**src/rtl/rv_lsu_if.sv**
```systemverilog
// Request, response and data-memory signals of the load/store unit.
interface rv_lsu_if #(
  parameter int unsigned XLEN = 32
);
  logic              req_valid;
  logic              req_ready;
  logic              req_store;
  logic [2:0]        req_op;
  logic [XLEN-1:0]   req_addr;
  logic [XLEN-1:0]   req_wdata;
  logic [4:0]        req_rd;

  logic              rsp_valid;
  logic [XLEN-1:0]   rsp_rdata;
  logic [4:0]        rsp_rd;
  logic              rsp_fault;
  logic [3:0]        rsp_cause;
  logic [XLEN-1:0]   rsp_tval;

  logic [XLEN-1:0]   mem_d_addr;
  logic [XLEN-1:0]   mem_d_wdata;
  logic [XLEN/8-1:0] mem_d_wmask;
  logic              mem_d_wstrb;
  logic              mem_d_rstrb;
  logic [XLEN-1:0]   mem_d_rdata;
  logic              mem_d_rbusy;
  logic              mem_d_wbusy;

  // Environment side: core request source and data memory.
  modport master (
    output req_valid, req_store, req_op, req_addr, req_wdata, req_rd,
    output mem_d_rdata, mem_d_rbusy, mem_d_wbusy,
    input  req_ready, rsp_valid, rsp_rdata, rsp_rd, rsp_fault, rsp_cause, rsp_tval,
    input  mem_d_addr, mem_d_wdata, mem_d_wmask, mem_d_wstrb, mem_d_rstrb
  );

  // Load/store unit side.
  modport slave (
    input  req_valid, req_store, req_op, req_addr, req_wdata, req_rd,
    input  mem_d_rdata, mem_d_rbusy, mem_d_wbusy,
    output req_ready, rsp_valid, rsp_rdata, rsp_rd, rsp_fault, rsp_cause, rsp_tval,
    output mem_d_addr, mem_d_wdata, mem_d_wmask, mem_d_wstrb, mem_d_rstrb
  );
endinterface

```
**src/rtl/rv_lsu.sv**
```systemverilog
// rv_lsu: one-at-a-time load/store unit. Decodes and traps at accept, issues a single
// strobe, waits out the memory busy flag (with optional timeout) and returns one response.
module rv_lsu #(
  parameter int unsigned XLEN    = 32,
  parameter int unsigned TIMEOUT = 16
) (
  input logic     clk,
  input logic     rst,
  rv_lsu_if.slave bus
);
  localparam int unsigned NB   = XLEN / 8;
  localparam int unsigned OffW = $clog2(NB);
  localparam int unsigned LW   = $clog2(XLEN);
  localparam int unsigned CntW = (TIMEOUT < 2) ? 1 : $clog2(TIMEOUT + 1);

  typedef enum logic [1:0] {StIdle, StIssue, StWait, StResp} state_e;

  state_e          state_q, state_d;
  logic [CntW-1:0] cnt_q, cnt_d;
  logic            store_q, store_d;
  logic [2:0]      op_q, op_d;
  logic [OffW-1:0] off_q, off_d;
  logic [4:0]      rd_q, rd_d;
  logic [XLEN-1:0] addr_q, addr_d;
  logic [XLEN-1:0] maddr_q, maddr_d;
  logic [XLEN-1:0] mwdata_q, mwdata_d;
  logic [NB-1:0]   mwmask_q, mwmask_d;
  logic [XLEN-1:0] rdata_q, rdata_d;
  logic [4:0]      rsp_rd_q, rsp_rd_d;
  logic            fault_q, fault_d;
  logic [3:0]      cause_q, cause_d;
  logic [XLEN-1:0] tval_q, tval_d;

  logic [OffW-1:0] req_off;
  logic [3:0]      req_nb;
  logic            req_illegal, req_misalign;
  logic [XLEN-1:0] req_wrep;
  logic [NB-1:0]   req_mask;
  logic [XLEN-1:0] ld_shift, ld_ext;
  logic [LW-1:0]   ld_msb;
  logic            ld_sign;
  logic            busy;

  // Decode the incoming request: traps, byte enables and lane-replicated store data.
  always_comb begin
    req_off     = bus.req_addr[OffW-1:0];
    req_nb      = 4'd1 << bus.req_op[1:0];
    req_illegal = (bus.req_op == 3'b111) || (bus.req_store && bus.req_op[2]) ||
                  ((XLEN == 32) && (bus.req_op[1:0] == 2'b11 || bus.req_op == 3'b110));
    req_misalign = (req_off & OffW'(req_nb - 4'd1)) != '0;
    req_mask     = NB'(((32'd1 << req_nb) - 32'd1) << req_off);
    req_wrep     = '0;
    for (int i = 0; i < NB; i++) begin
      req_wrep[i*8 +: 8] = bus.req_wdata[{OffW'(i) & OffW'(req_nb - 4'd1), 3'b000} +: 8];
    end
  end

  // Extract the addressed bytes from the read word and extend them to XLEN.
  always_comb begin
    ld_shift = bus.mem_d_rdata >> {off_q, 3'b000};
    // Truncation to LW bits clamps an (illegal) oversized width to XLEN-1.
    ld_msb   = LW'((32'd8 << op_q[1:0]) - 32'd1);
    ld_sign  = ~op_q[2] & ld_shift[ld_msb];
    ld_ext   = ld_shift;
    for (int i = 0; i < XLEN; i++) begin
      if (i > int'(ld_msb)) ld_ext[i] = ld_sign;
    end
  end

  // Next-state, transaction capture and response formation.
  always_comb begin
    state_d  = state_q;
    cnt_d    = cnt_q;
    store_d  = store_q;
    op_d     = op_q;
    off_d    = off_q;
    rd_d     = rd_q;
    addr_d   = addr_q;
    maddr_d  = maddr_q;
    mwdata_d = mwdata_q;
    mwmask_d = mwmask_q;
    rdata_d  = rdata_q;
    rsp_rd_d = rsp_rd_q;
    fault_d  = fault_q;
    cause_d  = cause_q;
    tval_d   = tval_q;
    busy     = store_q ? bus.mem_d_wbusy : bus.mem_d_rbusy;
    unique case (state_q)
      StIdle: begin
        if (bus.req_valid) begin
          store_d  = bus.req_store;
          op_d     = bus.req_op;
          off_d    = req_off;
          rd_d     = bus.req_rd;
          addr_d   = bus.req_addr;
          cnt_d    = '0;
          rdata_d  = '0;
          rsp_rd_d = '0;
          if (req_illegal) begin
            fault_d = 1'b1;
            cause_d = 4'd2;
            tval_d  = '0;
            state_d = StResp;
          end else if (req_misalign) begin
            fault_d = 1'b1;
            cause_d = bus.req_store ? 4'd6 : 4'd4;
            tval_d  = bus.req_addr;
            state_d = StResp;
          end else begin
            maddr_d  = {bus.req_addr[XLEN-1:OffW], OffW'(0)};
            mwdata_d = req_wrep;
            mwmask_d = req_mask;
            state_d  = StIssue;
          end
        end
      end
      StIssue: state_d = StWait;
      StWait: begin
        if (!busy) begin
          fault_d  = 1'b0;
          cause_d  = '0;
          tval_d   = '0;
          rdata_d  = store_q ? '0 : ld_ext;
          rsp_rd_d = store_q ? '0 : rd_q;
          state_d  = StResp;
        end else begin
          cnt_d = cnt_q + 1'b1;
          if ((TIMEOUT != 0) && (32'(cnt_q) + 32'd1 == TIMEOUT)) begin
            fault_d = 1'b1;
            cause_d = store_q ? 4'd7 : 4'd5;
            tval_d  = addr_q;
            state_d = StResp;
          end
        end
      end
      StResp: state_d = StIdle;
      default: state_d = StIdle;
    endcase
  end

  // State and datapath registers; reset abandons any transaction in flight.
  always_ff @(posedge clk or posedge rst) begin
    if (rst) begin
      state_q  <= StIdle;
      cnt_q    <= '0;
      store_q  <= 1'b0;
      op_q     <= '0;
      off_q    <= '0;
      rd_q     <= '0;
      addr_q   <= '0;
      maddr_q  <= '0;
      mwdata_q <= '0;
      mwmask_q <= '0;
      rdata_q  <= '0;
      rsp_rd_q <= '0;
      fault_q  <= 1'b0;
      cause_q  <= '0;
      tval_q   <= '0;
    end else begin
      state_q  <= state_d;
      cnt_q    <= cnt_d;
      store_q  <= store_d;
      op_q     <= op_d;
      off_q    <= off_d;
      rd_q     <= rd_d;
      addr_q   <= addr_d;
      maddr_q  <= maddr_d;
      mwdata_q <= mwdata_d;
      mwmask_q <= mwmask_d;
      rdata_q  <= rdata_d;
      rsp_rd_q <= rsp_rd_d;
      fault_q  <= fault_d;
      cause_q  <= cause_d;
      tval_q   <= tval_d;
    end
  end

  // Drive the bus from state and held registers.
  always_comb begin
    bus.req_ready   = (state_q == StIdle);
    bus.rsp_valid   = (state_q == StResp);
    bus.rsp_rdata   = rdata_q;
    bus.rsp_rd      = rsp_rd_q;
    bus.rsp_fault   = fault_q;
    bus.rsp_cause   = cause_q;
    bus.rsp_tval    = tval_q;
    bus.mem_d_addr  = maddr_q;
    bus.mem_d_wdata = mwdata_q;
    bus.mem_d_wmask = mwmask_q;
    bus.mem_d_rstrb = (state_q == StIssue) && !store_q;
    bus.mem_d_wstrb = (state_q == StIssue) && store_q;
  end
endmodule

```
**src/flat_wrapper.sv**
```systemverilog
// flat-port wrapper written by rule: the top's interface ports become plain ports
module rv_lsu_flat 
#(
  parameter int unsigned XLEN    = 32,
  parameter int unsigned TIMEOUT = 16
)
  (clk, rst, bus_req_valid, bus_req_store, bus_req_op, bus_req_addr, bus_req_wdata, bus_req_rd, bus_mem_d_rdata, bus_mem_d_rbusy, bus_mem_d_wbusy, bus_req_ready, bus_rsp_valid, bus_rsp_rdata, bus_rsp_rd, bus_rsp_fault, bus_rsp_cause, bus_rsp_tval, bus_mem_d_addr, bus_mem_d_wdata, bus_mem_d_wmask, bus_mem_d_wstrb, bus_mem_d_rstrb);
  rv_lsu_if #(.XLEN(XLEN)) bus_i ();
  input logic clk;
  input logic rst;
  input wire logic [$bits(bus_i.req_valid)-1:0] bus_req_valid;
  input wire logic [$bits(bus_i.req_store)-1:0] bus_req_store;
  input wire logic [$bits(bus_i.req_op)-1:0] bus_req_op;
  input wire logic [$bits(bus_i.req_addr)-1:0] bus_req_addr;
  input wire logic [$bits(bus_i.req_wdata)-1:0] bus_req_wdata;
  input wire logic [$bits(bus_i.req_rd)-1:0] bus_req_rd;
  input wire logic [$bits(bus_i.mem_d_rdata)-1:0] bus_mem_d_rdata;
  input wire logic [$bits(bus_i.mem_d_rbusy)-1:0] bus_mem_d_rbusy;
  input wire logic [$bits(bus_i.mem_d_wbusy)-1:0] bus_mem_d_wbusy;
  output wire logic [$bits(bus_i.req_ready)-1:0] bus_req_ready;
  output wire logic [$bits(bus_i.rsp_valid)-1:0] bus_rsp_valid;
  output wire logic [$bits(bus_i.rsp_rdata)-1:0] bus_rsp_rdata;
  output wire logic [$bits(bus_i.rsp_rd)-1:0] bus_rsp_rd;
  output wire logic [$bits(bus_i.rsp_fault)-1:0] bus_rsp_fault;
  output wire logic [$bits(bus_i.rsp_cause)-1:0] bus_rsp_cause;
  output wire logic [$bits(bus_i.rsp_tval)-1:0] bus_rsp_tval;
  output wire logic [$bits(bus_i.mem_d_addr)-1:0] bus_mem_d_addr;
  output wire logic [$bits(bus_i.mem_d_wdata)-1:0] bus_mem_d_wdata;
  output wire logic [$bits(bus_i.mem_d_wmask)-1:0] bus_mem_d_wmask;
  output wire logic [$bits(bus_i.mem_d_wstrb)-1:0] bus_mem_d_wstrb;
  output wire logic [$bits(bus_i.mem_d_rstrb)-1:0] bus_mem_d_rstrb;
  assign bus_i.req_valid = bus_req_valid;
  assign bus_i.req_store = bus_req_store;
  assign bus_i.req_op = bus_req_op;
  assign bus_i.req_addr = bus_req_addr;
  assign bus_i.req_wdata = bus_req_wdata;
  assign bus_i.req_rd = bus_req_rd;
  assign bus_i.mem_d_rdata = bus_mem_d_rdata;
  assign bus_i.mem_d_rbusy = bus_mem_d_rbusy;
  assign bus_i.mem_d_wbusy = bus_mem_d_wbusy;
  assign bus_req_ready = bus_i.req_ready;
  assign bus_rsp_valid = bus_i.rsp_valid;
  assign bus_rsp_rdata = bus_i.rsp_rdata;
  assign bus_rsp_rd = bus_i.rsp_rd;
  assign bus_rsp_fault = bus_i.rsp_fault;
  assign bus_rsp_cause = bus_i.rsp_cause;
  assign bus_rsp_tval = bus_i.rsp_tval;
  assign bus_mem_d_addr = bus_i.mem_d_addr;
  assign bus_mem_d_wdata = bus_i.mem_d_wdata;
  assign bus_mem_d_wmask = bus_i.mem_d_wmask;
  assign bus_mem_d_wstrb = bus_i.mem_d_wstrb;
  assign bus_mem_d_rstrb = bus_i.mem_d_rstrb;
  rv_lsu #(.XLEN(XLEN), .TIMEOUT(TIMEOUT)) u_core (.clk(clk), .rst(rst), .bus(bus_i));
endmodule
```
**config.mk**
```make
export PLATFORM = sky130hd
export DESIGN_NAME = rv_lsu_flat
export DESIGN_NICKNAME = d
export VERILOG_FILES = /design/src/rtl/rv_lsu_if.sv /design/src/rtl/rv_lsu.sv /design/src/flat_wrapper.sv
export SDC_FILE = /design/constraint.sdc
export NUM_CORES = 1
export LEC_CHECK = 0
export BUFFER_PORTS_ARGS = -buffer_cell sky130_fd_sc_hd__buf_2
export CORE_MARGIN = 2
export CORE_UTILIZATION = 56
export DETAILED_ROUTE_END_ITERATION = 12
export PLACE_DENSITY = 0.84
export SLEW_MARGIN = 40
export SYNTH_ARGS = -nofsm -noshare
export SYNTH_HDL_FRONTEND = slang
export SYNTH_SLANG_ARGS = --single-unit
```
**constraint.sdc**
```tcl
create_clock -name clk -period 13.9 [get_ports clk]
set_input_delay 1.39 -clock clk [delete_from_list [all_inputs] [get_ports clk]]
set_output_delay 1.39 -clock clk [all_outputs]
set_load 0.02 [all_outputs]
```
==> results.tsv, run 1 <==
metric	value	unit
status	finished, final reports clean	
root buffer cell	clkbuf_16	
top-count cell post-synth	nand2_1	
Crit path required time	14.22	ns
mean area per synthesized cell	11.1	um^2
Initial Utilization	57.1	%
Hold WC Path Type	reg2reg	
Startpoint Class	input port	
vias in the first global route	6766	
cts hold-fix bufs	0	
Worst Setup Path Type	in2reg	
peak supply drop	0.000125	V
core area	0.0151	mm^2
Setup crit end kind	flip-flop	
CTS Buf Count	17	
# IOs	256	
DRC viols	0	
Diodes inserted	0	
Buffers on Ports	252	
CP max FO	36	
CP Cell Sequence	buf_2 -> or2_4 -> ha_2 -> inv_1 -> a221oi_4 -> and2_4 -> and3b_4 -> mux2_4	
GR Overflow Total	0	
GRT Total Usage	28.0	%
Unique masters post-synth	51	
layout cell share with drive strength beyond 1	39.2	%
max incr delay on CP	0.70	ns
Area contributors post-synth	dfrtp_1 (54%), nand2_1 (8.5%), mux2_2 (8.2%)	
Max Freq	0.259	GHz
top-area cell type share of the netlist area	54.1	%
Post-synth EDFFs	0	
Yosys Warn Count	0	
via/cell ratio	5.68	
Total Power	2570	uW
CTS tree	done	
post-route setup TNS	0	ns
filler instances	1172	
Final Cycle Share	27.8	%
Most used DFF post-synth	dfrtp_1	
RSZ-0062 raised after global routing	false	
clock tree sinks	187	
worst skew pair latency	0.44	ns
row cnt	45	
Pleak	0.00560	uW
Area Overhead vs Synth	22.7	%
antenna-violating nets left	0	
die area	0.0165	mm^2
Final setup viols	0	
post-detailed-route wirelength per cell	18.6	um
area leader, netlist	dfrtp_1	
Synth Instances	776	
Pre-Repair DR Iteration Count	4	
die width	128	um
Slew @ Worst Pin	0.799	ns
final hold violation count	0	
Critical-path top delay cell	ha_2	
sequential element share of the synthesized area	54.1	%
Clk pin slew, worst setup/hold paths	0.07	ns
# nets final	1120	
Seq cells post-synth	187	
DRT iter0 DRCs	568	
ys async rst share	100	%
final wirelength	22.4	mm
Post-Syn Area	0.00865	mm^2
pins over their slew limit	0	
Post-DP HPWL	15.0	mm
Post-CTS Repair Setup Buffers	0	
Post-CTS Resized	0	
WP data arrival	4.18	ns
Die Height	128	um
min cycle time layout	3.86	ns
r2r setup slk	10.69	ns
via count	6819	
maxcap violations	0	
H-tree levels	4	
slew margin rel.	46.7	%
largest net degree at the start of global routing	119	
clk_skew	0.00809	ns
global-route wire length before repair	35.6	mm
GPL Wtd Cong	0.863	
Synth top cells by count	nand2_1 (196), dfrtp_1 (187), mux2_2 (63), clkbuf_1 (40), a22o_1 (39)	
initial antenna violation count	0	
PwrDens	242	mW/mm^2
CTS max path bufs	2	
-- power by group --
part | leakage [uW] | switching [uW] | internal [uW]
clock network | 0.000286 | 228 | 260
registers | 0.00236 | 158 | 788
logic | 0.00295 | 666 | 471
-- critical path: cells and delay by family --
kind,cells,cell delay (ns)
and+or+nand+nor,3,0.97
muxes,1,0.38
AOI/OAI and AO/OA,1,0.40
adders and majority gates,1,0.70
buffers and inverters,2,0.29
-- path summary, 6_finish.rpt --
kind                                                               to  cells after the start                             startpoint
worst min register to register  u_core.bus.mem_d_wdata[3]$_DFFE_PP0P_                      2  u_core.bus.mem_d_wdata[3]$_DFFE_PP0P_
max in group asynchronous       u_core.bus.mem_d_addr[25]$_DFFE_PP0P_                      3                                    rst
worst max-delay path              u_core.bus.rsp_tval[25]$_DFFE_PP0P_                      8                          bus_req_op[1]
worst max register to register   u_core.bus.rsp_rdata[25]$_DFFE_PP0P_                      7             u_core.op_q[0]$_DFFE_PP0P_
worst min-delay path            u_core.bus.mem_d_wdata[3]$_DFFE_PP0P_                      2  u_core.bus.mem_d_wdata[3]$_DFFE_PP0P_
min in group asynchronous       u_core.bus.mem_d_wdata[1]$_DFFE_PP0P_                      2                                    rst
-- routing by layer --
metal  vias up  wire length [um]  track usage (%)
li1       3163                 -                -
met3        42              1490             7.47
met2       260             11000             44.9
met4         0               555             10.4
met5         -                 0                0
met1      3354              9330             37.0
-- layout make-up --
type                       count  area (um^2)  share of cell area, %
timing repair buffer         258         1320                   12.5
multi-input combinational    525         3730                   35.1
clock buffer                  18          439                   4.14
sequential                   187         4680                   44.1
clock inverter                14          151                   1.43
inverter                      11         53.8                  0.507
tap                          188          235                   2.22
-- per-stage QoR --
step                worst slack, ns  hold WS [ns]  utilization (%)  cell area (um^2)  instances
global route                   9.90         0.496             70.1             10600       1201
global placement               9.15         0.455             65.8              9970       1168
CTS                           10.07         0.479             70.0             10600       1201
finish                        10.04         0.473             70.1             10600       1201
detailed placement             9.61         0.456             66.1             10000       1169
floorplan                      7.42         0.461                -              8660        778
-- cell usage in the layout, fill, tap and decap left out, types with 2 or more instances in the layout --
| master | synthesis | final |
|---|---|---|
| buf_2 | 7 | 252 |
| nand2_1 | 196 | 195 |
| dfrtp_1 | 187 | 186 |
| mux2_2 | 63 | 63 |
| a22o_1 | 39 | 39 |
| o21ai_0 | 38 | 37 |
| mux2_4 | 28 | 28 |
| mux2i_1 | 26 | 26 |
| clkbuf_16 | 0 | 17 |
| nor2_1 | 12 | 12 |
| nor2b_1 | 11 | 11 |
| inv_1 | 11 | 10 |
| a22oi_1 | 10 | 10 |
| o211ai_1 | 9 | 9 |
| ha_1 | 10 | 9 |
| a32o_1 | 8 | 8 |
| a211o_1 | 7 | 7 |
| a221o_1 | 7 | 7 |
| a211oi_1 | 7 | 7 |
| a21oi_1 | 6 | 6 |
| nand3_1 | 5 | 4 |
| o31ai_1 | 4 | 4 |
| inv_8 | 0 | 4 |
| inv_6 | 0 | 4 |
| buf_4 | 3 | 4 |
| nand2b_1 | 3 | 3 |
| conb_1 | 1 | 3 |
| clkinv_4 | 0 | 3 |
| nor2_2 | 2 | 2 |
| a21o_1 | 2 | 2 |
| and2_1 | 2 | 2 |
| and3_1 | 3 | 2 |
| nand4_1 | 2 | 2 |
| or3_1 | 2 | 2 |
| clkinvlp_4 | 0 | 2 |
-- logic make-up (layout without fill, tap and decap cells) --
kind of cell	Yosys count	count (layout)	synth area share, %
AO/OA/AOI/OAI	146	146	12.8
XOR/XNOR	2	2	0.203
adder cells (fa/ha/maj)	10	10	1.45
buffers and inverters	66	301	3.44
flip-flops	187	187	54.1
multiplexers	117	117	16.1
other	1	3	0.0434
AND/OR/NAND/NOR	247	247	11.9
-- state kept, by name, summed over array words and instances (netlist names) --
register and flops:
u_core.bus.mem_d_addr 30, u_core.bus.rsp_rd 5, u_core.state_q 2, u_core.op_q 3, u_core.bus.mem_d_wmask 4, u_core.addr_q 32
u_core.bus.rsp_tval 32, u_core.bus.mem_d_wdata 32, u_core.store_q 1, u_core.rd_q 5, u_core.cnt_q 5, u_core.bus.rsp_fault 1
u_core.bus.rsp_rdata 32, u_core.bus.rsp_cause 3
(Power assumes the default switching activity.)
==> inputs of run 2 (changes only) <==
CORE_UTILIZATION = 47   (was 56)
PLACE_DENSITY = 0.75   (was 0.84)
clock period = 3.2 ns   (was 13.9 ns; I/O delays follow)
==> run 2 against run 1 <==
  * Count of clock-buffer cells in the layout increased by 2
  * Global-route usage is 4.9 points lower
  * Sequential share of layout area decreased by 0.85 points
  * Hold slack lost 0.36 ns
==> results.tsv, run 2 (synthesis results as in run 1) <==
metric	value	unit	change
Clk pin slew, worst setup/hold paths	0.07	ns	about the same
die area	0.0195	mm^2	+19%
HP Start	bus_req_addr[7]		
DRC viols	0		unchanged
pins over their slew limit	0		unchanged
root buffer cell	clkbuf_16		
Crit path required time	3.51	ns	-10.71 ns
Startpoint Class	flip-flop		
Int Pwr	6750	uW	+340%
maxcap violations	0		unchanged
most frequent cells in the layout	buf_2 (252), nand2_1 (195), dfrtp_1 (187)		
Area Overhead vs Synth	25.1	%	
GPL Wtd Cong	0.856		-0.76%
Buffers on Ports	252		unchanged
largest net degree at the start of global routing	82		-31%
leading cell type in the layout, fill and taps excluded	buf_2		
CTS tree	done		
min cycle time layout	2.43	ns	
clock tree sinks	187		unchanged
post-route setup TNS	0	ns	unchanged
antenna-violating nets left	0		unchanged
worst reg2reg path startpoint	u_core.state_q[0]$_DFFE_PP0P_		
# nets final	1136		+1.4%
CP Cell Sequence	inv_1 -> ha_1 -> inv_1 -> nor2_4 -> o21ai_1 -> and3b_2 -> buf_12 -> mux2_2		
crit-path most repeated cell	inv_1		
Pre-Repair DR Iteration Count	5		+1
CTS max path bufs	2		unchanged
Post-CTS Repair Setup Buffers	0		unchanged
Pleak	0.00569	uW	+1.6%
max incr delay on CP	0.43	ns	-0.27 ns
Slew @ Worst Pin	0.641	ns	-0.159 ns
global-route wire length before repair	36.0	mm	+1.1%
# IOs	256		unchanged
vias in the first global route	6794		+0.41%
final wirelength	22.3	mm	-0.21%
CP max FO	28		-22%
combinational power share	45.3	%	+1.1 points
critical path startpoint	u_core.state_q[0]$_DFFE_PP0P_		
Final Cycle Share	76.1	%	
row cnt	49		+8.9%
layout cell share with drive strength beyond 1	39.5	%	+0.30 points
Worst Setup Path Type	reg2reg		
post-detailed-route wirelength per cell	17.8	um	-4.7%
final hold violation count	0		unchanged
GR Overflow Total	0		unchanged
RSZ-0062 raised after global routing	false		
DRT iter0 DRCs	467		-18%
Post-DP HPWL	15.7	mm	+4.5%
core area	0.0180	mm^2	+19%
CTS Buf Count	17		unchanged
worst skew pair latency	0.43	ns	about the same
Flop pwr share	35.8	%	-1.0 points
filler instances	1562		+33%
Critical-path top delay cell	and3b_2		
slew margin rel.	57.3	%	+11 points
via/cell ratio	5.41		-4.7%
die width	140	um	+8.9%
Die Height	140	um	+8.9%
Final setup viols	0		unchanged
Final WS setup	0.766	ns	-9.28 ns
total net switching power	4490	uW	+330%
H-tree levels	4		unchanged
Max Freq	0.411	GHz	
peak supply drop	0.000649	V	+420%
Setup crit end kind	flip-flop		
Diodes inserted	0		unchanged
clk_skew	0.00948	ns	+0.00140 ns
clock group share of total power	18.9	%	about the same
Switching Share	39.9	%	-0.99 points
PwrDens	1040	mW/mm^2	+330%
via count	6805		-0.21%
pre-CTS setup slack	0.562	ns	-9.05 ns
Initial Utilization	48.0	%	-9.1 points
status	finished, final reports clean		
GRT Total Usage	23.1	%	-4.9 points
initial antenna violation count	0		unchanged
Hold WC Path Type	in2reg		
Total Power	11200	uW	+340%
WP data arrival	2.75	ns	-1.43 ns
## run 2: metrics by stage
step                      hold slack [ns]  utilization [%]  instance area, um^2  cells
after floorplan                     0.425                -                 8660    778
after detailed placement            0.452             56.6                10200   1224
after global placement              0.449             56.6                10200   1224
after CTS                          0.0221             59.9                10800   1255
after global routing                0.101             60.0                10800   1257
final                               0.110             60.0                10800   1257
## run 2: area by class of cell
type                       instances  area, um^2  share of cell area, %
sequential                       187        4680                   43.3
multi-input combinational        525        3700                   34.2
timing repair buffer             274        1520                   14.0
clock buffer                      20         457                   4.22
tap                              229         287                   2.65
clock inverter                    11         129                   1.19
inverter                          11        45.0                  0.416
## run 2: worst paths after layout
check / cells after the start / endpoint / slack [ns]
max: 8 / u_core.bus.rsp_tval[11]$_DFFE_PP0P_ / 0.77
min: 3 / u_core.bus.mem_d_addr[7]$_DFFE_PP0P_ / 0.11
max reg2reg: 8 / u_core.bus.rsp_tval[11]$_DFFE_PP0P_ / 0.77
min reg2reg: 2 / u_core.bus.mem_d_wmask[2]$_DFFE_PP0P_ / 0.46
max in group asynchronous: 5 / u_core.bus.rsp_rdata[29]$_DFFE_PP0P_ / 1.92
min in group asynchronous: 3 / u_core.addr_q[20]$_DFFE_PP0P_ / 0.38
## run 2: metal layers
layer  GRT usage (%)  part of all wire, %
met1            30.0                   42
met2            37.4                   49
met3            6.54                  6.7
met4            8.05                  2.4
met5               0                    0
## run 2: power by group through the flow
stage / combinational (uW) / clock [uW] / sequential [uW]
2_1_floorplan: 2620 / 0 / 4910
3_3_place_gp: 5000 / 0 / 4010
3_5_place_dp: 5110 / 0 / 4030
4_1_cts: 5120 / 2160 / 4020
5_1_grt: 5510 / 2270 / 4150
6_report: 5090 / 2130 / 4020
## run 2: worst max-delay path, delay by kind of cell, from the launching register on
kind / cells / cell delay (ns)
compound gates: 1 / 0.19
buf+inv: 3 / 0.58
flops: 1 / 0.40
fa+ha+maj: 1 / 0.26
mux: 1 / 0.36
simple gates: 2 / 0.50
## run 2: repair_timing
item,CTS,global route
hold endpoints to repair,0,7
resized for setup,0,0
hold buffers,0,1
setup endpoints to repair,0,0
